[src/rtl/pbit_sched_pkg.sv]
// pbit_sched_pkg
//   Shared definitions for the p-bit sweep scheduler slice.
//   - BETA_W / BETA_FRAC : default width and fraction bits of the signed
//                          Q4.3 interconnection strength (1 << BETA_FRAC = 1.0)
//   - state_t / ST_*     : sequencer state encoding
//   - is_active()        : true for states that count as "busy"
package pbit_sched_pkg;

  localparam int BETA_W    = 8;
  localparam int BETA_FRAC = 3;

  typedef logic [2:0] state_t;

  localparam state_t ST_IDLE      = 3'd0;
  localparam state_t ST_LOAD      = 3'd1;
  localparam state_t ST_WAIT_LOAD = 3'd2;
  localparam state_t ST_EVAL      = 3'd3;
  localparam state_t ST_WAIT_EVAL = 3'd4;
  localparam state_t ST_NEXT      = 3'd5;
  localparam state_t ST_DONE      = 3'd6;
  localparam state_t ST_ERROR     = 3'd7;

  // Busy covers every state that is part of walking a row.
  function automatic logic is_active(input state_t s);
    return !((s == ST_IDLE) || (s == ST_DONE) || (s == ST_ERROR));
  endfunction

endpackage

[src/rtl/beta_anneal_ramp.sv]
// beta_anneal_ramp
//   Annealing schedule for the interconnection strength beta. Every
//   ANNEAL_PERIOD sweep ticks, beta increases by BETA_STEP and saturates at
//   BETA_MAX. A restart pulse returns beta to BETA_INIT and clears the period.
//   Only instantiated when PBIT_ANNEAL_EN is defined.
// Ports:
//   clk        in   clock
//   reset_n    in   asynchronous active-low reset
//   restart    in   one-cycle pulse: new run begins
//   sweep_tick in   one-cycle pulse: a full sweep completed
//   beta       out  signed BETA_W, registered
module beta_anneal_ramp #(
  parameter int BETA_W        = 8,
  parameter int BETA_INIT     = 8,
  parameter int BETA_STEP     = 1,
  parameter int BETA_MAX      = 64,
  parameter int ANNEAL_PERIOD = 4
) (
  input  logic                     clk,
  input  logic                     reset_n,
  input  logic                     restart,
  input  logic                     sweep_tick,
  output logic signed [BETA_W-1:0] beta
);

  localparam int PER_W = (ANNEAL_PERIOD > 1) ? $clog2(ANNEAL_PERIOD) : 1;
  localparam logic [PER_W-1:0] PER_LAST = PER_W'(ANNEAL_PERIOD - 1);

  logic [PER_W-1:0]       period_reg;
  // One guard bit so beta + step cannot wrap before the saturation compare.
  logic signed [BETA_W:0] beta_sum;

  always_comb begin
    beta_sum = $signed({beta[BETA_W-1], beta}) + $signed((BETA_W+1)'(BETA_STEP));
  end

  always_ff @(posedge clk or negedge reset_n) begin
    if (!reset_n) begin
      period_reg <= '0;
      beta       <= BETA_W'(BETA_INIT);
    end else if (restart) begin
      period_reg <= '0;
      beta       <= BETA_W'(BETA_INIT);
    end else if (sweep_tick) begin
      if (period_reg == PER_LAST) begin
        period_reg <= '0;
        if (beta_sum >= $signed((BETA_W+1)'(BETA_MAX))) begin
          beta <= BETA_W'(BETA_MAX);
        end else begin
          beta <= beta_sum[BETA_W-1:0];
        end
      end else begin
        period_reg <= period_reg + 1'b1;
      end
    end
  end

endmodule

[src/rtl/pbit_sweep_scheduler.sv]
// pbit_sweep_scheduler
//   Sequencer for the time-multiplexed p-bit datapath. Walks rows
//   0..NUM_PBITS-1, handshaking with the weight/bias loader and the shared
//   p-bit evaluator per row, counts completed sweeps, traps stalled
//   handshakes with a watchdog and drives beta to the datapath.
//   Build option: define PBIT_ANNEAL_EN to ramp beta every ANNEAL_PERIOD
//   sweeps (beta_anneal_ramp); otherwise beta is the constant BETA_INIT.
// Ports:
//   clk, reset_n        clock, asynchronous active-low reset
//   run                 level: start / keep sweeping
//   num_sweeps          sweeps to run (0 = free-running), sampled at start
//   start_load          pulse: loader begins row current_row
//   current_row         row being processed
//   load_done           loader finished (pulse, honoured in WAIT_LOAD only)
//   eval_start          pulse: evaluate p-bit current_row
//   eval_done           evaluation written back (pulse, WAIT_EVAL only)
//   update_cycle_done   pulse: a full sweep completed
//   sweep_count         completed sweeps since start (wraps)
//   beta                signed Q4.3 interconnection strength
//   busy / done / error status levels
module pbit_sweep_scheduler #(
  parameter int NUM_PBITS      = 16,
  parameter int SWEEP_W        = 16,
  parameter int BETA_W         = pbit_sched_pkg::BETA_W,
  parameter int BETA_INIT      = 1 << pbit_sched_pkg::BETA_FRAC,
  parameter int BETA_STEP      = 1,
  parameter int BETA_MAX       = 64,
  parameter int ANNEAL_PERIOD  = 4,
  parameter int TIMEOUT_CYCLES = 255,
  localparam int ROW_W         = $clog2(NUM_PBITS)
) (
  input  logic                     clk,
  input  logic                     reset_n,
  input  logic                     run,
  input  logic [SWEEP_W-1:0]       num_sweeps,
  output logic                     start_load,
  output logic [ROW_W-1:0]         current_row,
  input  logic                     load_done,
  output logic                     eval_start,
  input  logic                     eval_done,
  output logic                     update_cycle_done,
  output logic [SWEEP_W-1:0]       sweep_count,
  output logic signed [BETA_W-1:0] beta,
  output logic                     busy,
  output logic                     done,
  output logic                     error
);

  import pbit_sched_pkg::*;

  localparam int WD_W = $clog2(TIMEOUT_CYCLES + 1);
  localparam logic [WD_W-1:0]  WD_LIMIT = WD_W'(TIMEOUT_CYCLES - 1);
  localparam logic [ROW_W-1:0] LAST_ROW = ROW_W'(NUM_PBITS - 1);

  // Reject configurations the sequencer cannot honour at elaboration time.
  if ((NUM_PBITS < 2) || (ANNEAL_PERIOD < 1) || (TIMEOUT_CYCLES < 1) ||
      (BETA_STEP < 0) || (BETA_MAX < BETA_INIT)) begin : g_cfg_check
    $error("pbit_sweep_scheduler: illegal parameter combination");
  end

  state_t              state_reg;
  state_t              state_next;
  logic [SWEEP_W-1:0]  num_sweeps_reg;
  logic [WD_W-1:0]     wd_reg;

  logic last_row;
  logic wd_expired;
  logic start;
  logic sweep_tick;
  logic target_hit;
  logic wait_entry;

  always_comb begin
    last_row   = (current_row == LAST_ROW);
    // The wait state being left is the TIMEOUT_CYCLES-th cycle spent there.
    wd_expired = (wd_reg >= WD_LIMIT);
    start      = (state_reg == ST_IDLE) && run;
    // Sweep completion is booked on the WAIT_EVAL->NEXT edge so the pulse,
    // the count and the beta update all appear together in the NEXT cycle.
    sweep_tick = (state_reg == ST_WAIT_EVAL) && eval_done && last_row;
    // sweep_count already holds the new count while in NEXT.
    target_hit = last_row && (num_sweeps_reg != '0) && (sweep_count == num_sweeps_reg);
  end

  always_comb begin
    state_next = state_reg;
    case (state_reg)
      ST_IDLE:      if (run) state_next = ST_LOAD;
      ST_LOAD:      state_next = ST_WAIT_LOAD;
      ST_WAIT_LOAD: begin
        if (load_done)       state_next = ST_EVAL;
        else if (wd_expired) state_next = ST_ERROR;
      end
      ST_EVAL:      state_next = ST_WAIT_EVAL;
      ST_WAIT_EVAL: begin
        if (eval_done)       state_next = ST_NEXT;
        else if (wd_expired) state_next = ST_ERROR;
      end
      ST_NEXT: begin
        // Reaching the target wins over run low so done is still reported.
        if (target_hit)      state_next = ST_DONE;
        else if (!run)       state_next = ST_IDLE;
        else                 state_next = ST_LOAD;
      end
      ST_DONE:      if (!run) state_next = ST_IDLE;
      ST_ERROR:     if (!run) state_next = ST_IDLE;
      default:      state_next = ST_IDLE;
    endcase
  end

  always_comb begin
    wait_entry = ((state_next == ST_WAIT_LOAD) || (state_next == ST_WAIT_EVAL)) &&
                 (state_next != state_reg);
  end

  always_ff @(posedge clk or negedge reset_n) begin
    if (!reset_n) begin
      state_reg         <= ST_IDLE;
      num_sweeps_reg    <= '0;
      wd_reg            <= '0;
      current_row       <= '0;
      sweep_count       <= '0;
      start_load        <= 1'b0;
      eval_start        <= 1'b0;
      update_cycle_done <= 1'b0;
      busy              <= 1'b0;
      done              <= 1'b0;
      error             <= 1'b0;
    end else begin
      state_reg         <= state_next;

      // Status and strobes are decoded from the next state so they are
      // registered yet aligned with the state they describe.
      start_load        <= (state_next == ST_LOAD);
      eval_start        <= (state_next == ST_EVAL);
      busy              <= is_active(state_next);
      done              <= (state_next == ST_DONE);
      error             <= (state_next == ST_ERROR);
      update_cycle_done <= sweep_tick;

      if (start) begin
        num_sweeps_reg <= num_sweeps;
        sweep_count    <= '0;
        current_row    <= '0;
      end else if (sweep_tick) begin
        sweep_count    <= sweep_count + 1'b1;
      end

      // A partial sweep abandoned by run low restarts from row 0.
      if (state_reg == ST_NEXT) begin
        if (last_row || (state_next != ST_LOAD)) begin
          current_row <= '0;
        end else begin
          current_row <= current_row + 1'b1;
        end
      end

      if (wait_entry) begin
        wd_reg <= '0;
      end else if (wd_reg != {WD_W{1'b1}}) begin
        wd_reg <= wd_reg + 1'b1;
      end
    end
  end

`ifdef PBIT_ANNEAL_EN
  beta_anneal_ramp #(
    .BETA_W        (BETA_W),
    .BETA_INIT     (BETA_INIT),
    .BETA_STEP     (BETA_STEP),
    .BETA_MAX      (BETA_MAX),
    .ANNEAL_PERIOD (ANNEAL_PERIOD)
  ) u_beta_ramp (
    .clk        (clk),
    .reset_n    (reset_n),
    .restart    (start),
    .sweep_tick (sweep_tick),
    .beta       (beta)
  );
`else
  // Fixed interconnection strength: no anneal state at all.
  assign beta = BETA_W'(BETA_INIT);
`endif

endmodule

[config.mk]
export PLATFORM = sky130hd
export DESIGN_NAME = pbit_sweep_scheduler
export DESIGN_NICKNAME = d
export VERILOG_FILES = /design/src/rtl/pbit_sched_pkg.sv /design/src/rtl/beta_anneal_ramp.sv /design/src/rtl/pbit_sweep_scheduler.sv
export SDC_FILE = /design/constraint.sdc
export NUM_CORES = 1
export LEC_CHECK = 0
export BUFFER_PORTS_ARGS = -buffer_cell sky130_fd_sc_hd__buf_2
export CORE_AREA = 8 8 90 92
export CTS_CLUSTER_DIAMETER = 200
export DETAILED_ROUTE_END_ITERATION = 10
export DIE_AREA = 0 0 98 100
export GPL_TIMING_DRIVEN = 0
export PLACE_DENSITY = 0.64
export SETUP_SLACK_MARGIN = 0.15
export SYNTH_ARGS = -nofsm -noshare
export SYNTH_HDL_FRONTEND = slang
export SYNTH_SLANG_ARGS = --single-unit
[constraint.sdc]
create_clock -name clk -period 4.6 [get_ports clk]
set_clock_uncertainty 0.2 [all_clocks]
set_input_delay 0.46 -clock clk [delete_from_list [all_inputs] [get_ports clk]]
set_output_delay 0.46 -clock clk [all_outputs]
set_load 0.02 [all_outputs]
==> run_results.csv <==
group,metric,value,unit
finish,nets,358,
die,io_pins,55,
grt,grt_pass1_wl,11.23,mm
setup_path,critical_path_class,"register to register",
setup_path,slowest_delay,0.49,ns
clock_network,cts-root-buf,"clkbuf_8",
worst_hold_path,hold_class,"primary input to async pin",
setup_path,cp_data_required_time,4.59,ns
pwr,power_density,491.9,nW/um^2
finish,fillers,618,
sta,setup_viol,0,
clock_network,cts_inserted_buffers,5,
synthesis,avgSynthCellArea,10.75,sq um
placed_design,portBuffers,46,
clock_network,cts_resized,0,
setup_path,critPathCaptureType,"register",
synthesis,synth_area_leader_cell,"dfrtp_1",
clock_network,clkTransAtPathRegs,0.10,ns
sta,relSlewSlack,21.82,%
clock_network,cts_setup_buffers,0,
placed_design,dpl.hpwl,4.781,mm
sta,hold_viol,0,
setup_path,r2r_cells,7,
synthesis,synth_edf_count,0,
sta,tightestPinTransition,1.173,ns
finish,final_layout_size_suffix_gt1_share,32.93,%
synthesis,ys_ff_latch,53,
sta,min_period,2.313,ns
grt,grt_util_all_layers,13.80,%
sta,rsz0062_at_grt,"no",
pwr,ir_drop,0.1975,mV
pwr,leakage,0.001569,uW
status,status,"finished, final reports clean",
finish,diodes,0,
clock_network,htreeDepth,2,
finish,multi_input_area,1488,sq um
grt,gr-total-overflow,0,
drt,via_per_inst,5.302,
setup_path,crit_fanout,6,
setup_path,cp.buffers_inverters,1,
synthesis,yosysWarnings,0,
synthesis,seq_area_frac_synth,45.01,%
drt,avgRoutedWirePerCell,15.41,microns
setup_path,crit_chain,"ha_1, and3_1, buf_2, nand4_1, nor4_1, a21o_1, a211oi_1",
sta,min_period_over_period,50.27,%
grt,grt_max_degree,54,
finish,regArea,1326,sq um
synthesis,async_reset_ff_share,100.0,%
synthesis,netlist_top_cells_count,"dfrtp_1 (53), xnor2_1 (28), nor2_1 (22), mux2_2 (17), nand2_1 (16)",
drt,ant_nets,0,
clock_network,clockBufferDepth,2,
synthesis,synth.most_common_cell,"dfrtp_1",
drt,routed_wl,6.378,mm
finish,syn2layout_area_growth,16.52,%
die,core_area,6644,sq um
job,drv_cap,0,
drt,drcViolationCount,0,
synthesis,synth_cell_types,55,
synthesis,synthTopCellsByArea,"dfrtp_1 (45%), xnor2_1 (8.3%), mux2_2 (6.5%), buf_4 (2.8%), nor2_1 (2.8%)",
placed_design,place.gp.congestion,0.8522,
finish,utilization,51.68,%
finish,final_cells,414,
placed_design,placed_cells,406,
setup_path,crit_slowest_cell,"nor4_1",
die,chipHeight,100,microns
drt,num_vias,2195,
clock_network,insertion_delay,0.31,ns
sta,final_max_slew_viol_count,0,
setup_path,cp.depth,7,
die,row_count,30,
drt,dr.first_iter.drc_count,99,
synthesis,synth_top_area_share,45.01,%
sta,fmax,0.4324,GHz
drt,drtPass1Iterations,4,
sta,setup_tns,0,ns
clock_network,ctsHoldBuffers,0,
synthesis,netlist_area,2947,sq um
grt,grt_antenna_before_repair,0,
clock_network,cts_tree,"done",
synthesis,synthFlopType,"dfrtp_1",
setup_path,cp_top_family,"simple AND/OR/NAND/NOR gates",
die,die_w,98,microns
die,die_area,9800,sq um
die,initial_core_util,44.35,%
grt,grt_pass1_vias,2304,
clock_network,cts.sinks,53,
setup_path,worstSetupStartpointType,"register",
setup_path,cp_data_arrival_time,2.31,ns
synthesis,synth_cells,274,
power breakdown:
| group | total (uW) | switching, uW | internal, uW |
|---|---|---|---|
| Clock | 373 | 157 | 216 |
| Combinational | 611 | 314 | 297 |
| Sequential | 704 | 115 | 590 |
| Total | 1690 | 586 | 1100 |
routing by layer:
metal	part of all wire [%]	vias to the layer above	wire length [microns]	GRT usage [%]
li1	-	1081	-	-
met1	48	1065	3073	17.49
met2	46	44	2903	22.29
met3	5.2	5	330	3.806
met4	1.1	0	71	4.317
met5	0	-	0	0
placed cells by master, fill, tap and decap left out, types with 5 or more instances in the layout:
cell type	synthesis	final
xnor2_1	28	28
dfrtp_1	53	53
and4_1	5	5
buf_4	11	11
nand2_1	16	16
clkbuf_8	0	5
nand3_1	6	6
nor4_1	6	6
conb_1	2	8
mux2_2	17	17
a21oi_1	5	5
inv_1	5	5
buf_2	7	53
a211oi_1	5	5
nand4_1	11	11
nor2_1	22	22
xor2_1	6	6
worst paths after layout:
kind,slack [ns],to,start
worst max-delay path,2.29,busy$_DFF_PN0_,current_row[0]$_DFFE_PN0P_
min in group clk,0.18,num_sweeps_reg[15]$_DFFE_PN0P_,num_sweeps[15]
worst min register to register,0.29,current_row[3]$_DFFE_PN0P_,current_row[3]$_DFFE_PN0P_
worst max register to register,2.29,busy$_DFF_PN0_,current_row[0]$_DFFE_PN0P_
worst min-delay path,0.17,sweep_count[12]$_DFFE_PN0P_,reset_n
max in group asynchronous,3.30,wd_reg[0]$_DFFE_PN0P_,reset_n
cell families after synthesis:
family	after synthesis	synth area share, %
xor gates and xnor gates	34	10.11
buffers and inverters	26	5.265
and+or+nand+nor	105	22.76
DFF	53	45.01
adders and majority gates	4	1.699
muxes	18	6.836
other	2	0.2549
AOI/OAI and AO/OA	32	8.068
cell type report:
| cell class | instances | share of cell area, % |
|---|---|---|
| Clock inverter | 3 | 1.895 |
| Inverter | 5 | 0.5466 |
| Timing Repair Buffer | 46 | 6.706 |
| Tap cell | 80 | 2.915 |
| Multi-Input combinational cell | 201 | 43.33 |
| Sequential cell | 53 | 38.63 |
| Clock buffer | 5 | 2.004 |
| Buffer | 21 | 3.972 |
stage by stage:
stage / power (uW) / cell area (sq um) / setup slack (ns) / hold WS, ns
4_1_cts: 1706 / 3433 / 2.296 / 0.1704
3_5_place_dp: 1326 / 3299 / 2.309 / 0.2859
5_1_grt: 1808 / 3433 / 2.011 / 0.1742
6_report: 1689 / 3433 / 2.287 / 0.1656
3_3_place_gp: 1309 / 3299 / 2.360 / 0.2822
2_1_floorplan: 1173 / 2969 / 2.533 / -0.03559
Note: power is estimated with default switching activity, not from simulation.
